## config.mk

```make
export PLATFORM = sky130hd
export DESIGN_NAME = instruction_fetch_flat
export DESIGN_NICKNAME = d
export VERILOG_FILES = /design/src/rtl/mips_pkg.sv /design/src/rtl/instruction_fetch_if.sv /design/src/rtl/instruction_fetch_pc_next_sel.sv /design/src/rtl/instruction_fetch.sv /design/src/flat_wrapper.sv
export SDC_FILE = /design/constraint.sdc
export NUM_CORES = 1
export LEC_CHECK = 0
export BUFFER_PORTS_ARGS = -buffer_cell sky130_fd_sc_hd__buf_4
export CAP_MARGIN = 20
export CORE_MARGIN = 1.5
export CORE_UTILIZATION = 35
export CTS_CLUSTER_DIAMETER = 40
export CTS_CLUSTER_SIZE = 25
export DETAILED_ROUTE_END_ITERATION = 10
export GPL_ROUTABILITY_DRIVEN = 0
export SLEW_MARGIN = 20
export SYNTH_ARGS = -nofsm -noshare
export SYNTH_HDL_FRONTEND = slang
export SYNTH_SLANG_ARGS = --single-unit
```

## constraint.sdc

```tcl
create_clock -name clock -period 5.1 [get_ports clock]
set_clock_uncertainty 0.2 [all_clocks]
set_input_delay 0.255 -clock clock [delete_from_list [all_inputs] [get_ports clock]]
set_output_delay 0.255 -clock clock [all_outputs]
set_load 0.03 [all_outputs]
```

## src/rtl/mips_pkg.sv

```systemverilog
// Shared MIPS datapath definitions: memory geometry, opcodes, resident
// program entry points, fetch FSM encoding and the fetch action codes
// produced by the next-PC selector.
package mips_pkg;

  localparam int ADDR_W     = 10;
  localparam int INSTR_W    = 32;
  localparam int MEM_TOP    = 80;
  localparam int PROG1_BASE = 1;   // fibonacci
  localparam int PROG2_BASE = 15;  // factorial
  localparam int PROG3_BASE = 30;  // synthetic

  localparam logic [5:0] OP_JUMP = 6'b010000;
  localparam logic [5:0] OP_BEQ  = 6'b000100;
  localparam logic [5:0] OP_HALT = 6'b111111;
  localparam logic [5:0] OP_LD   = 6'b100011;
  localparam logic [5:0] OP_LDI  = 6'b001111;
  localparam logic [5:0] OP_ST   = 6'b101011;

  typedef enum logic [1:0] {
    ST_IDLE  = 2'd0,
    ST_FETCH = 2'd1,
    ST_HALT  = 2'd2
  } fetch_state_t;

  // What the fetch unit does on the coming edge.
  typedef enum logic [2:0] {
    ACT_HOLD     = 3'd0,
    ACT_RESTART  = 3'd1,
    ACT_REDIRECT = 3'd2,
    ACT_HALT     = 3'd3,
    ACT_JUMP     = 3'd4,
    ACT_ISSUE    = 3'd5
  } fetch_act_t;

  // Entry address of the resident program chosen by prog_sel.
  function automatic logic [ADDR_W-1:0] prog_base(input logic [1:0] sel);
    logic [ADDR_W-1:0] base;
    case (sel)
      2'd2:    base = ADDR_W'(PROG2_BASE);
      2'd3:    base = ADDR_W'(PROG3_BASE);
      default: base = ADDR_W'(PROG1_BASE);
    endcase
    return base;
  endfunction

endpackage

```

## src/rtl/instruction_fetch_if.sv

```systemverilog
// Control and memory bus of the instruction fetch unit.
// master: environment (control, downstream stages, instruction memory).
// slave : the fetch unit itself.
//   start/prog_sel       program launch
//   stall                downstream back-pressure
//   branch_taken/_target execute-stage redirect
//   address/instrucao    instruction memory read (combinational)
//   instr_out/pc_out/instr_valid  instruction register to decode
//   halted               fetch stopped at end of program
interface instruction_fetch_if;
  import mips_pkg::*;

  logic                 start;
  logic [1:0]           prog_sel;
  logic                 stall;
  logic                 branch_taken;
  logic [ADDR_W-1:0]    branch_target;
  logic [ADDR_W-1:0]    address;
  logic [INSTR_W-1:0]   instrucao;
  logic [INSTR_W-1:0]   instr_out;
  logic [ADDR_W-1:0]    pc_out;
  logic                 instr_valid;
  logic                 halted;

  modport master (
    output start, prog_sel, stall, branch_taken, branch_target, instrucao,
    input  address, instr_out, pc_out, instr_valid, halted
  );

  modport slave (
    input  start, prog_sel, stall, branch_taken, branch_target, instrucao,
    output address, instr_out, pc_out, instr_valid, halted
  );

endinterface

```

## src/rtl/instruction_fetch_pc_next_sel.sv

```systemverilog
// pc_next_sel: combinational next-PC mux of the fetch unit. Resolves the
// start / branch / stall / halt / jump / sequential priority and reports
// both the next address and the action the register stage must take.
//   state, start, prog_sel, stall, branch_taken, branch_target : controls
//   address   : current PC
//   opcode    : instrucao[31:26] of the word at address
//   jump_addr : instrucao[ADDR_W-1:0], target of an absorbed jump
//   next_address, action : outputs
module pc_next_sel
  import mips_pkg::*;
(
  input  fetch_state_t       state,
  input  logic               start,
  input  logic [1:0]         prog_sel,
  input  logic               stall,
  input  logic               branch_taken,
  input  logic [ADDR_W-1:0]  branch_target,
  input  logic [ADDR_W-1:0]  address,
  input  logic [5:0]         opcode,
  input  logic [ADDR_W-1:0]  jump_addr,
  output logic [ADDR_W-1:0]  next_address,
  output fetch_act_t         action
);

  localparam logic [ADDR_W-1:0] MEM_TOP_A = ADDR_W'(MEM_TOP);

  // Priority-ordered selection of the next PC and fetch action.
  always_comb begin
    next_address = address;
    action       = ACT_HOLD;
    case (state)
      ST_IDLE, ST_HALT: begin
        // Branches are ignored outside FETCH; only start leaves these states.
        if (start) begin
          next_address = prog_base(prog_sel);
          action       = ACT_RESTART;
        end else begin
          next_address = address;
          action       = ACT_HOLD;
        end
      end
      ST_FETCH: begin
        if (start) begin
          next_address = prog_base(prog_sel);
          action       = ACT_RESTART;
        end else if (branch_taken) begin
          // Redirect beats stall: the held word is squashed.
          next_address = branch_target;
          action       = ACT_REDIRECT;
        end else if (stall) begin
          next_address = address;
          action       = ACT_HOLD;
        end else if ((opcode == OP_HALT) || (address > MEM_TOP_A)) begin
          next_address = address;
          action       = ACT_HALT;
        end else if (opcode == OP_JUMP) begin
          next_address = jump_addr;
          action       = ACT_JUMP;
        end else begin
          next_address = address + ADDR_W'(1);
          action       = ACT_ISSUE;
        end
      end
      default: begin
        next_address = address;
        action       = ACT_HOLD;
      end
    endcase
  end

endmodule

```

## src/rtl/instruction_fetch.sv

```systemverilog
// instruction_fetch: program counter, instruction register and run/halt
// control for the MIPS datapath.
//   clock   : system clock, rising edge
//   reset_n : asynchronous active-low reset (returns to IDLE, outputs 0)
//   bus     : instruction_fetch_if.slave (controls, memory read, IR to decode)
// Unconditional jumps are absorbed here and never reach decode.
module instruction_fetch
  import mips_pkg::*;
(
  input  logic                  clock,
  input  logic                  reset_n,
  instruction_fetch_if.slave    bus
);

  fetch_state_t        state_r, state_s;
  logic [ADDR_W-1:0]   address_r, address_s;
  logic [INSTR_W-1:0]  instr_out_r, instr_out_s;
  logic [ADDR_W-1:0]   pc_out_r, pc_out_s;
  logic                instr_valid_r, instr_valid_s;
  logic                halted_r, halted_s;

  logic [ADDR_W-1:0]   next_address_s;
  fetch_act_t          action_s;

  pc_next_sel u_pc_next_sel (
    .state         (state_r),
    .start         (bus.start),
    .prog_sel      (bus.prog_sel),
    .stall         (bus.stall),
    .branch_taken  (bus.branch_taken),
    .branch_target (bus.branch_target),
    .address       (address_r),
    .opcode        (bus.instrucao[INSTR_W-1:INSTR_W-6]),
    .jump_addr     (bus.instrucao[ADDR_W-1:0]),
    .next_address  (next_address_s),
    .action        (action_s)
  );

  // Next-state and next-output decode from the selected fetch action.
  always_comb begin
    state_s       = state_r;
    address_s     = next_address_s;
    instr_out_s   = instr_out_r;
    pc_out_s      = pc_out_r;
    instr_valid_s = instr_valid_r;
    halted_s      = halted_r;
    case (action_s)
      ACT_RESTART: begin
        state_s       = ST_FETCH;
        instr_valid_s = 1'b0;
        halted_s      = 1'b0;
      end
      ACT_REDIRECT, ACT_JUMP: begin
        instr_valid_s = 1'b0;
      end
      ACT_HALT: begin
        state_s       = ST_HALT;
        instr_valid_s = 1'b0;
        halted_s      = 1'b1;
      end
      ACT_ISSUE: begin
        instr_out_s   = bus.instrucao;
        pc_out_s      = address_r;
        instr_valid_s = 1'b1;
      end
      ACT_HOLD: begin
        instr_valid_s = instr_valid_r;
      end
      default: begin
        instr_valid_s = 1'b0;
      end
    endcase
  end

  // State, PC and instruction register.
  always_ff @(posedge clock or negedge reset_n) begin
    if (!reset_n) begin
      state_r       <= ST_IDLE;
      address_r     <= '0;
      instr_out_r   <= '0;
      pc_out_r      <= '0;
      instr_valid_r <= 1'b0;
      halted_r      <= 1'b0;
    end else begin
      state_r       <= state_s;
      address_r     <= address_s;
      instr_out_r   <= instr_out_s;
      pc_out_r      <= pc_out_s;
      instr_valid_r <= instr_valid_s;
      halted_r      <= halted_s;
    end
  end

  assign bus.address     = address_r;
  assign bus.instr_out   = instr_out_r;
  assign bus.pc_out      = pc_out_r;
  assign bus.instr_valid = instr_valid_r;
  assign bus.halted      = halted_r;

endmodule

```

## src/flat_wrapper.sv

```systemverilog
// flat-port wrapper written by rule: the top's interface ports become plain ports
module instruction_fetch_flat import mips_pkg::*;
  (clock, reset_n, bus_start, bus_prog_sel, bus_stall, bus_branch_taken, bus_branch_target, bus_instrucao, bus_address, bus_instr_out, bus_pc_out, bus_instr_valid, bus_halted);
  instruction_fetch_if bus_i ();
  input  logic clock;
  input  logic reset_n;
  input wire logic [$bits(bus_i.start)-1:0] bus_start;
  input wire logic [$bits(bus_i.prog_sel)-1:0] bus_prog_sel;
  input wire logic [$bits(bus_i.stall)-1:0] bus_stall;
  input wire logic [$bits(bus_i.branch_taken)-1:0] bus_branch_taken;
  input wire logic [$bits(bus_i.branch_target)-1:0] bus_branch_target;
  input wire logic [$bits(bus_i.instrucao)-1:0] bus_instrucao;
  output wire logic [$bits(bus_i.address)-1:0] bus_address;
  output wire logic [$bits(bus_i.instr_out)-1:0] bus_instr_out;
  output wire logic [$bits(bus_i.pc_out)-1:0] bus_pc_out;
  output wire logic [$bits(bus_i.instr_valid)-1:0] bus_instr_valid;
  output wire logic [$bits(bus_i.halted)-1:0] bus_halted;
  assign bus_i.start = bus_start;
  assign bus_i.prog_sel = bus_prog_sel;
  assign bus_i.stall = bus_stall;
  assign bus_i.branch_taken = bus_branch_taken;
  assign bus_i.branch_target = bus_branch_target;
  assign bus_i.instrucao = bus_instrucao;
  assign bus_address = bus_i.address;
  assign bus_instr_out = bus_i.instr_out;
  assign bus_pc_out = bus_i.pc_out;
  assign bus_instr_valid = bus_i.instr_valid;
  assign bus_halted = bus_i.halted;
  instruction_fetch u_core (.clock(clock), .reset_n(reset_n), .bus(bus_i));
endmodule
```

==> metrics.txt, run 1 <==
row count=32; H-tree levels=2; Worst Hold Launch=bus_instrucao[28]; fmax=286 MHz; synthesized flop and latch total=55; Finished Cell Area=4010 sq um; core area=7690 sq um; hold path cells=2; Tmin final=3500 ps; Period Utilization, post-route=68.5%; type of element capturing the critical path=flop; port bufs=102; DR pass1 iterations=4; PwrDens=580 nW/um^2; Initial Util=35.9%; final slew viol count=0; pin count of the biggest net entering global routing=56; DP Area=3560 sq um; most frequent cells in the layout=buf_4, dfrtp_1, dlygate4sd3_1; max-cap violations=0; Netlist cell types=44; Vias/cell=4.77; drt drc=0; clock sink total=55; worst-margin pin slew=1020 ps; Initial DRC Count=74; Clock transition at path regs=90 ps; Reg2Reg Depth=5; RSZ-0062 raised after global routing=no; status=completed; syn avg cell area=12.8 sq um; hold-critical path endpoint=u_core.bus.instr_out[28]; maximum buffer depth of the clock tree=2; layout cells sized above 1=43.6%; post-synth net total=267; setup TNS=0 ps; post-CTS sizing=0; Area Overhead vs Synth=45.4%; Total Power=2330 uW; postcts setup bufs=0; gr usage total=16.1%; vias in the first global route=2203; FF-to-FF setup slack=1600 ps; Critical Path RT=5100 ps; final WL=6710 microns; Worst R2R Start=u_core.state_r[1]; peak supply drop=0.248 mV; CP Class=reg2reg; Fin. Hold Viols=0; Die X=91.8 microns; part of the Yosys area used for sequential elements=49.9%; global route overflow=0; Reg2Reg Capture Point=u_core.bus.instr_out[28]; initial antenna violation count=0; final net count=403; most common cell after layout, fill and taps aside=buf_4; Slew headroom=32.0%; Die Span Y=91.8 microns; DR vias=2169; Post-Syn Area=2760 sq um; hold_buf cts=37; Antenna diodes=0; crit path launch type=flop; leakage power=0.00193 uW; Clock Latency Late Sink=300 ps; type of the worst min-delay path=in2reg; post-synthesis instance total=216; first-pass GRT wire length=10900 microns; full die area=8430 sq um; final setup fails=0; CP arrival=3490 ps; CTS tree=built; Synth Warn #=0; worst-path fanout max=24; Routed Antenna Nets=0; Hold WS=12.6 ps; DP HPWL=4630 microns; clk root buf=clkbuf_8; IO Pins=103; Num CTS Buffers=5; DR WL/cell=14.7 microns
[through the flow]
| stage | util (%) | worst slack, ps | instances |
|---|---|---|---|
| final | 52.2 | 1600 | 455 |
| after global routing | 52.2 | 1420 | 455 |
| after CTS | 52.2 | 1560 | 455 |
| after detailed placement | 46.3 | 1580 | 410 |
| after global placement | 46.3 | 1650 | 410 |
| after floorplan | - | 2270 | 216 |
[critical path, stage by stage (launching register included)]
cell and delay (ps):
dfrtp_1 450, or4b_1 660, or4_4 580, a21oi_4 790
buf_4 380, mux2_4 320
[worst max path at each step]
| stage | start | end | slack, ps | cells after the start |
|---|---|---|---|---|
| 6_report | u_core.state_r[1] | u_core.bus.instr_out[28] | 1600 | 5 |
| 5_1_grt | u_core.bus.address[0] | u_core.bus.instr_out[24] | 1420 | 8 |
| 4_1_cts | u_core.state_r[1] | u_core.bus.instr_out[28] | 1560 | 5 |
| 3_5_place_dp | u_core.state_r[1] | u_core.bus.instr_out[3] | 1580 | 5 |
| 3_3_place_gp | u_core.state_r[1] | u_core.bus.instr_out[17] | 1650 | 5 |
| 2_1_floorplan | u_core.state_r[1] | u_core.bus.instr_out[0] | 2270 | 6 |
[flip-flops by register name, indices dropped and copies added (netlist names)]
register / count
u_core.bus.instr_out: 32
u_core.bus.address: 10
u_core.bus.pc_out: 10
u_core.state_r: 2
u_core.bus.instr_valid: 1
[where the power goes]
part	internal (uW)	switching (uW)
Combinational	598	687
Sequential	632	174
Clock	96.4	140
Total	1330	1000
[layer usage]
| metal | vias up | GRT usage [%] | share of wire, % |
|---|---|---|---|
| met5 | - | 0 | 0 |
| met4 | 0 | 3.59 | 0.88 |
| met3 | 6 | 3.90 | 6.4 |
| met2 | 78 | 26.7 | 45 |
| met1 | 1039 | 21.5 | 47 |
| li1 | 1046 | - | - |
[cell families (layout without fill, tap and decap cells)]
group / Yosys count / after routing / share of synthesized area [%]
fa+ha+maj: 2 / 2 / 0.906
compound gates: 39 / 39 / 9.84
buf+inv: 19 / 156 / 4.94
mux: 46 / 46 / 23.4
flops: 55 / 55 / 49.9
xor+xnor: 7 / 7 / 2.22
simple gates: 48 / 48 / 8.79
[synth_stat cells, drive strengths merged]
cell type,number,area (sq um)
xor2,3,26.3
xnor2,4,35.0
nor4,1,6.26
nor3b,2,15.0
a211oi,1,7.51
nor2,11,41.3
a22oi,4,30.0
a221oi,2,17.5
o31ai,1,7.51
o21bai,1,7.51
mux2i,5,50.1
clkbuf,6,22.5
a222oi,1,10.0
o221ai,1,8.76
a21oi,5,36.3
o21a,1,7.51
o22ai,1,6.26
nor4b,1,8.76
a21o,2,15.0
a22o,1,8.76
nand2,14,52.6
a31oi,1,6.26
nand3,6,30.0
o21ai,13,65.1
nor2b,5,31.3
nand4,2,12.5
or4b,1,10.0
a2111o,1,11.3
or4,2,18.8
ha,2,25.0
dfrtp,55,1380
a211o,2,17.5
nor3,2,10.0
and2,1,6.26
mux2,41,597
buf,6,87.6
o22a,1,8.76
inv,7,26.3
[layout make-up]
class / instances / area [sq um]
repair buffers: 141 / 1150
fillers: 694 / 3670
well taps: 102 / 128
clock inverters: 2 / 12.5
clock buffers: 6 / 72.6
flip-flops and latches: 55 / 1380
multi-input cells: 142 / 1250
inverters: 7 / 26.3
Note: power is estimated with default switching activity, not from simulation.
==> run 2, diff against run 1 <==
==> constraint.sdc (replaced) <==
create_clock -name clock -period 2.8 [get_ports clock]
set_clock_uncertainty 0.2 [all_clocks]
set_input_delay 0.14 -clock clock [delete_from_list [all_inputs] [get_ports clock]]
set_output_delay 0.14 -clock clock [all_outputs]
set_load 0.03 [all_outputs]
==> run 2 against run 1 <==
Net effect: final cell count up 3.1%; combinational power rose by 93%; via count is 6.1% higher; cell area up 4.6%; register-to-register slack got worse by 1500 ps; sequential power up 76%.
==> metrics.txt, run 2 (synthesis results as in run 1) <==
status=completed; DR pass1 iterations=4; PwrDens=1060 nW/um^2; Vias/cell=4.91; Reg2Reg Depth=5; CP arrival=2710 ps; Initial DRC Count=72; layout cells sized above 1=45.0%; final setup fails=0; first-pass GRT wire length=11700 microns; Crit. path cell count=7; total net switching power=1880 uW; H-tree levels=2; max reg flops=32; Seq pwr share=31.8%; CP Cell Sequence=dlygate4sd3_1, buf_4, or4b_1, or4_4, a21oi_4, clkbuf_16, mux2_4; Tmin final=2700 ps; Num CTS Buffers=5; Worst R2R Start=u_core.state_r[1]; max incr delay on CP=540 ps; pre-CTS setup slack=100 ps; worst-margin pin slew=691 ps; max-cap violations=0; Period Utilization, post-route=96.4%; full die area=8430 sq um; IO Pins=103; Combinational Power Share=56.0%; RSZ-0062 raised after global routing=no; clock power share=12.3%; drt drc=0; final net count=417; final slew viol count=0; CP max-delay cell=dlygate4sd3_1; area of the multi-input gates=1250 sq um; Fillers=680; DR vias=2301; crit path launch type=input port; cell family with most CP delay=simple AND/OR/NAND/NOR gates; leakage power=0.00202 uW; setup ws final=99.8 ps; type of the worst min-delay path=in2reg; FF-to-FF setup slack=130 ps; setup TNS=0 ps; type of element capturing the critical path=flop; Routed Antenna Nets=0; maximum buffer depth of the clock tree=2; core area=7690 sq um; Sw Ratio=42.2%; port bufs=102; CTS tree=built; gr usage total=17.7%; DP HPWL=4780 microns; storage element area=1380 sq um; Clock Latency Late Sink=310 ps; Antenna diodes=0; final WL=7350 microns; Initial Util=35.9%; Reg2Reg Capture Point=u_core.bus.instr_out[8]; DR WL/cell=15.7 microns; vias in the first global route=2361; global route overflow=0; fmax=370 MHz; clk root buf=clkbuf_8; initial antenna violation count=0; Critical Path RT=2810 ps; clock sink total=55; peak supply drop=0.575 mV; Fin. Hold Viols=0; CP endpoint=u_core.bus.instr_out[8]; Slew headroom=53.9%; worst path bufs/invs=3; Hold WS=10.8 ps; Die Span Y=91.8 microns; row count=32; Clock transition at path regs=100 ps; Int Pwr=2580 uW; most common cell after layout, fill and taps aside=buf_4; CP Class=in2reg; Total Power=4460 uW; worst-path fanout max=18; most frequent cells in the layout=buf_4, dfrtp_1, dlygate4sd3_1; Die X=91.8 microns; pin count of the biggest net entering global routing=56; Area Overhead vs Synth=52.2%; crit path launch=bus_start
-- run 2: cell types whose count changed in the layout (fill, tap and decap cells not counted), sizes merged --
cell         before  now
clkinv            1    0
dlygate4sd3      37   43
inv               7    8
bufinv            0    1
buf             104  111
-- run 2: layout make-up --
type                    instances  share of cell area [%]
flip-flops and latches         55                    32.8
repair buffers                155                    31.0
multi-input cells             142                    29.8
well taps                     102                    3.04
clock buffers                   5                    1.64
clock inverters                 3                    1.10
inverters                       7                   0.626
-- run 2: metal layers --
metal	global-route usage, %	vias to the layer above	wire [microns]
met5	0	-	0
met2	30.5	80	3600
li1	-	1073	-
met3	3.65	7	404
met4	3.59	0	61
met1	23.0	1141	3280
-- run 2: through the flow --
stage                     util (%)  instance area, sq um  std cells
after global placement        47.2                  3620        417
after floorplan                  -                  2760        216
final                         54.6                  4200        469
after global routing          54.6                  4200        469
after detailed placement      47.2                  3620        417
after CTS                     54.2                  4170        468
-- run 2: timing repair --
item	in CTS	in global routing
endpoints found under the hold margin	97	0
setup endpoints to repair	0	31
hold buffers	43	0
resized for setup	0	1
buffers inserted	0	0
-- run 2: worst min path at each step --
stage / to / cells after the start / startpoint / slack (ps)
2_1_floorplan: u_core.bus.address[0] / 0 / reset_n / -360
3_3_place_gp: u_core.bus.instr_out[18] / 1 / reset_n / 40
3_5_place_dp: u_core.bus.instr_out[21] / 1 / reset_n / 50
4_1_cts: u_core.bus.address[8] / 3 / bus_stall / 2
5_1_grt: u_core.bus.address[8] / 3 / bus_stall / 3
6_report: u_core.bus.address[8] / 3 / bus_stall / 10
-- run 2: tightest hold or removal path, cell delays in order --
cell     delay, ps
buf_4          110
or4_4          160
o21ai_0         80
-- run 2: power by group through the flow --
stage | clock network [uW] | logic, uW | registers (uW)
6_report | 547 | 2490 | 1420
5_1_grt | 600 | 2640 | 1470
4_1_cts | 560 | 2500 | 1410
3_5_place_dp | 0 | 2440 | 1420
3_3_place_gp | 0 | 2420 | 1410
2_1_floorplan | 0 | 860 | 2070
==> run 3, diff against run 2 <==
--- a/config.mk
+++ b/config.mk
@@ -13,6 +13,7 @@
 export CTS_CLUSTER_SIZE = 25
 export DETAILED_ROUTE_END_ITERATION = 10
 export GPL_ROUTABILITY_DRIVEN = 0
+export SKIP_CTS_REPAIR_TIMING = 1
 export SLEW_MARGIN = 20
 export SYNTH_ARGS = -nofsm -noshare
 export SYNTH_HDL_FRONTEND = slang
==> constraint.sdc (replaced) <==
create_clock -name clock -period 3.5 [get_ports clock]
set_clock_uncertainty 0.2 [all_clocks]
set_input_delay 0.175 -clock clock [delete_from_list [all_inputs] [get_ports clock]]
set_output_delay 0.175 -clock clock [all_outputs]
set_load 0.03 [all_outputs]
==> run 3 against run 2 <==
Net effect: core utilization shrank 1.4 points; clock-buffer cell count is the same; first-iteration DRC count shrank 14%; routed wire length shrank 5.6%; via count shrank 4.4%; hold slack gained 20 ps; sequential share of layout area grew 0.80 points; sequential cell count is the same; critical path type unchanged; largest cell class unchanged; highest routed layer unchanged.
==> metrics.txt, run 3 (synthesis results as in run 1) <==
status=completed; final slew viol count=0; setup TNS=0 ps; global route overflow=0; worst path bufs/invs=3; DP Cell Count=410; Slew headroom=52.0%; leakage power=0.00197 uW; drt drc=0; storage element area=1380 sq um; Antenna diodes=0; Clock Latency Late Sink=310 ps; Fin. Hold Viols=0; DR WL/cell=15.1 microns; DP Area=3570 sq um; first-pass GRT wire length=10300 microns; Initial DRC Count=62; H-tree levels=2; pin count of the biggest net entering global routing=56; max-cap violations=0; most common cell after layout, fill and taps aside=buf_4; area of the multi-input gates=1250 sq um; worst-margin pin slew=720 ps; initial antenna violation count=0; maximum buffer depth of the clock tree=2; full die area=8430 sq um; fin cells=459; IO Pins=103; Vias/cell=4.79; clock sink total=55; CTS tree=built; final net count=407; type of the worst min-delay path=in2reg; core area=7690 sq um; Die X=91.8 microns; DR pass1 iterations=5; fmax=348 MHz; CP max-delay cell=or4b_1; CP Class=in2reg; port bufs=102; most frequent cells in the layout=buf_4, dfrtp_1, dlygate4sd3_1; Tmin final=2870 ps; CP arrival=2890 ps; RSZ-0062 raised after global routing=no; Finished Cell Area=4100 sq um; Die Span Y=91.8 microns; Initial Util=35.9%; crit path launch type=input port; DP HPWL=4680 microns; cell family with most CP delay=simple AND/OR/NAND/NOR gates; peak supply drop=0.533 mV; row count=32; Period Utilization, post-route=82.1%; PwrDens=853 nW/um^2; max incr delay on CP=620 ps; Area Overhead vs Synth=48.4%; CP Cell Sequence=dlygate4sd3_1, buf_4, or4b_1, or4_4, a21oi_4, buf_12, mux2_2; max reg flops=32; final setup fails=0; Clock transition at path regs=110 ps; final WL=6940 microns; Num CTS Buffers=5; type of element capturing the critical path=flop; clk root buf=clkbuf_8; gr usage total=15.6%; Critical Path RT=3510 ps; Routed Antenna Nets=0; layout cells sized above 1=43.4%; vias in the first global route=1975; worst-path fanout max=36; Fillers=678; DR vias=2199
[run 3: final cells by class]
class	instances	share of cell area [%]
tap	102	3.12
clock buffer	5	1.68
timing repair buffer	145	29.4
sequential	55	33.6
clock inverter	3	1.13
inverter	7	0.641
multi-input combinational	142	30.5
[run 3: worst min-delay path: cells and delay by family]
family                 cells  cell delay, ps
AOI/OAI and AO/OA          2             230
buffers and inverters      1             100
[run 3: stage by stage]
stage	utilization, %	total power, uW	worst slack (ps)	hold WS [ps]
floorplan	-	2340	675	-321
global placement	46.5	3010	683	72.7
detailed placement	46.5	3030	670	79.7
CTS	47.9	3480	638	-268
global route	53.3	3700	490	21.4
finish	53.3	3500	626	31.2
[run 3: per-layer routing]
layer	track usage (%)	up-vias	share of wire, %
met3	3.65	4	6.1
met4	3.72	0	0.52
met2	24.6	89	46
li1	-	1050	-
met1	21.7	1056	47
met5	0	-	0
[run 3: power breakdown]
group	total, uW	internal [uW]	switching [uW]
clock	437	216	221
combinational	1880	880	997
sequential	1180	921	262
[run 3: worst paths after layout]
path / startpoint / to / slack (ps) / cells after the start
setup / recovery: bus_start / u_core.bus.pc_out[3] / 630 / 7
hold / removal: bus_prog_sel[1] / u_core.bus.address[1] / 30 / 3
setup reg to reg: u_core.bus.address[0] / u_core.bus.pc_out[3] / 640 / 8
hold reg to reg: u_core.bus.instr_valid / u_core.bus.instr_valid / 310 / 1
max in group asynchronous: reset_n / u_core.bus.instr_out[2] / 2370 / 2
min in group asynchronous: reset_n / u_core.bus.instr_out[21] / 260 / 2
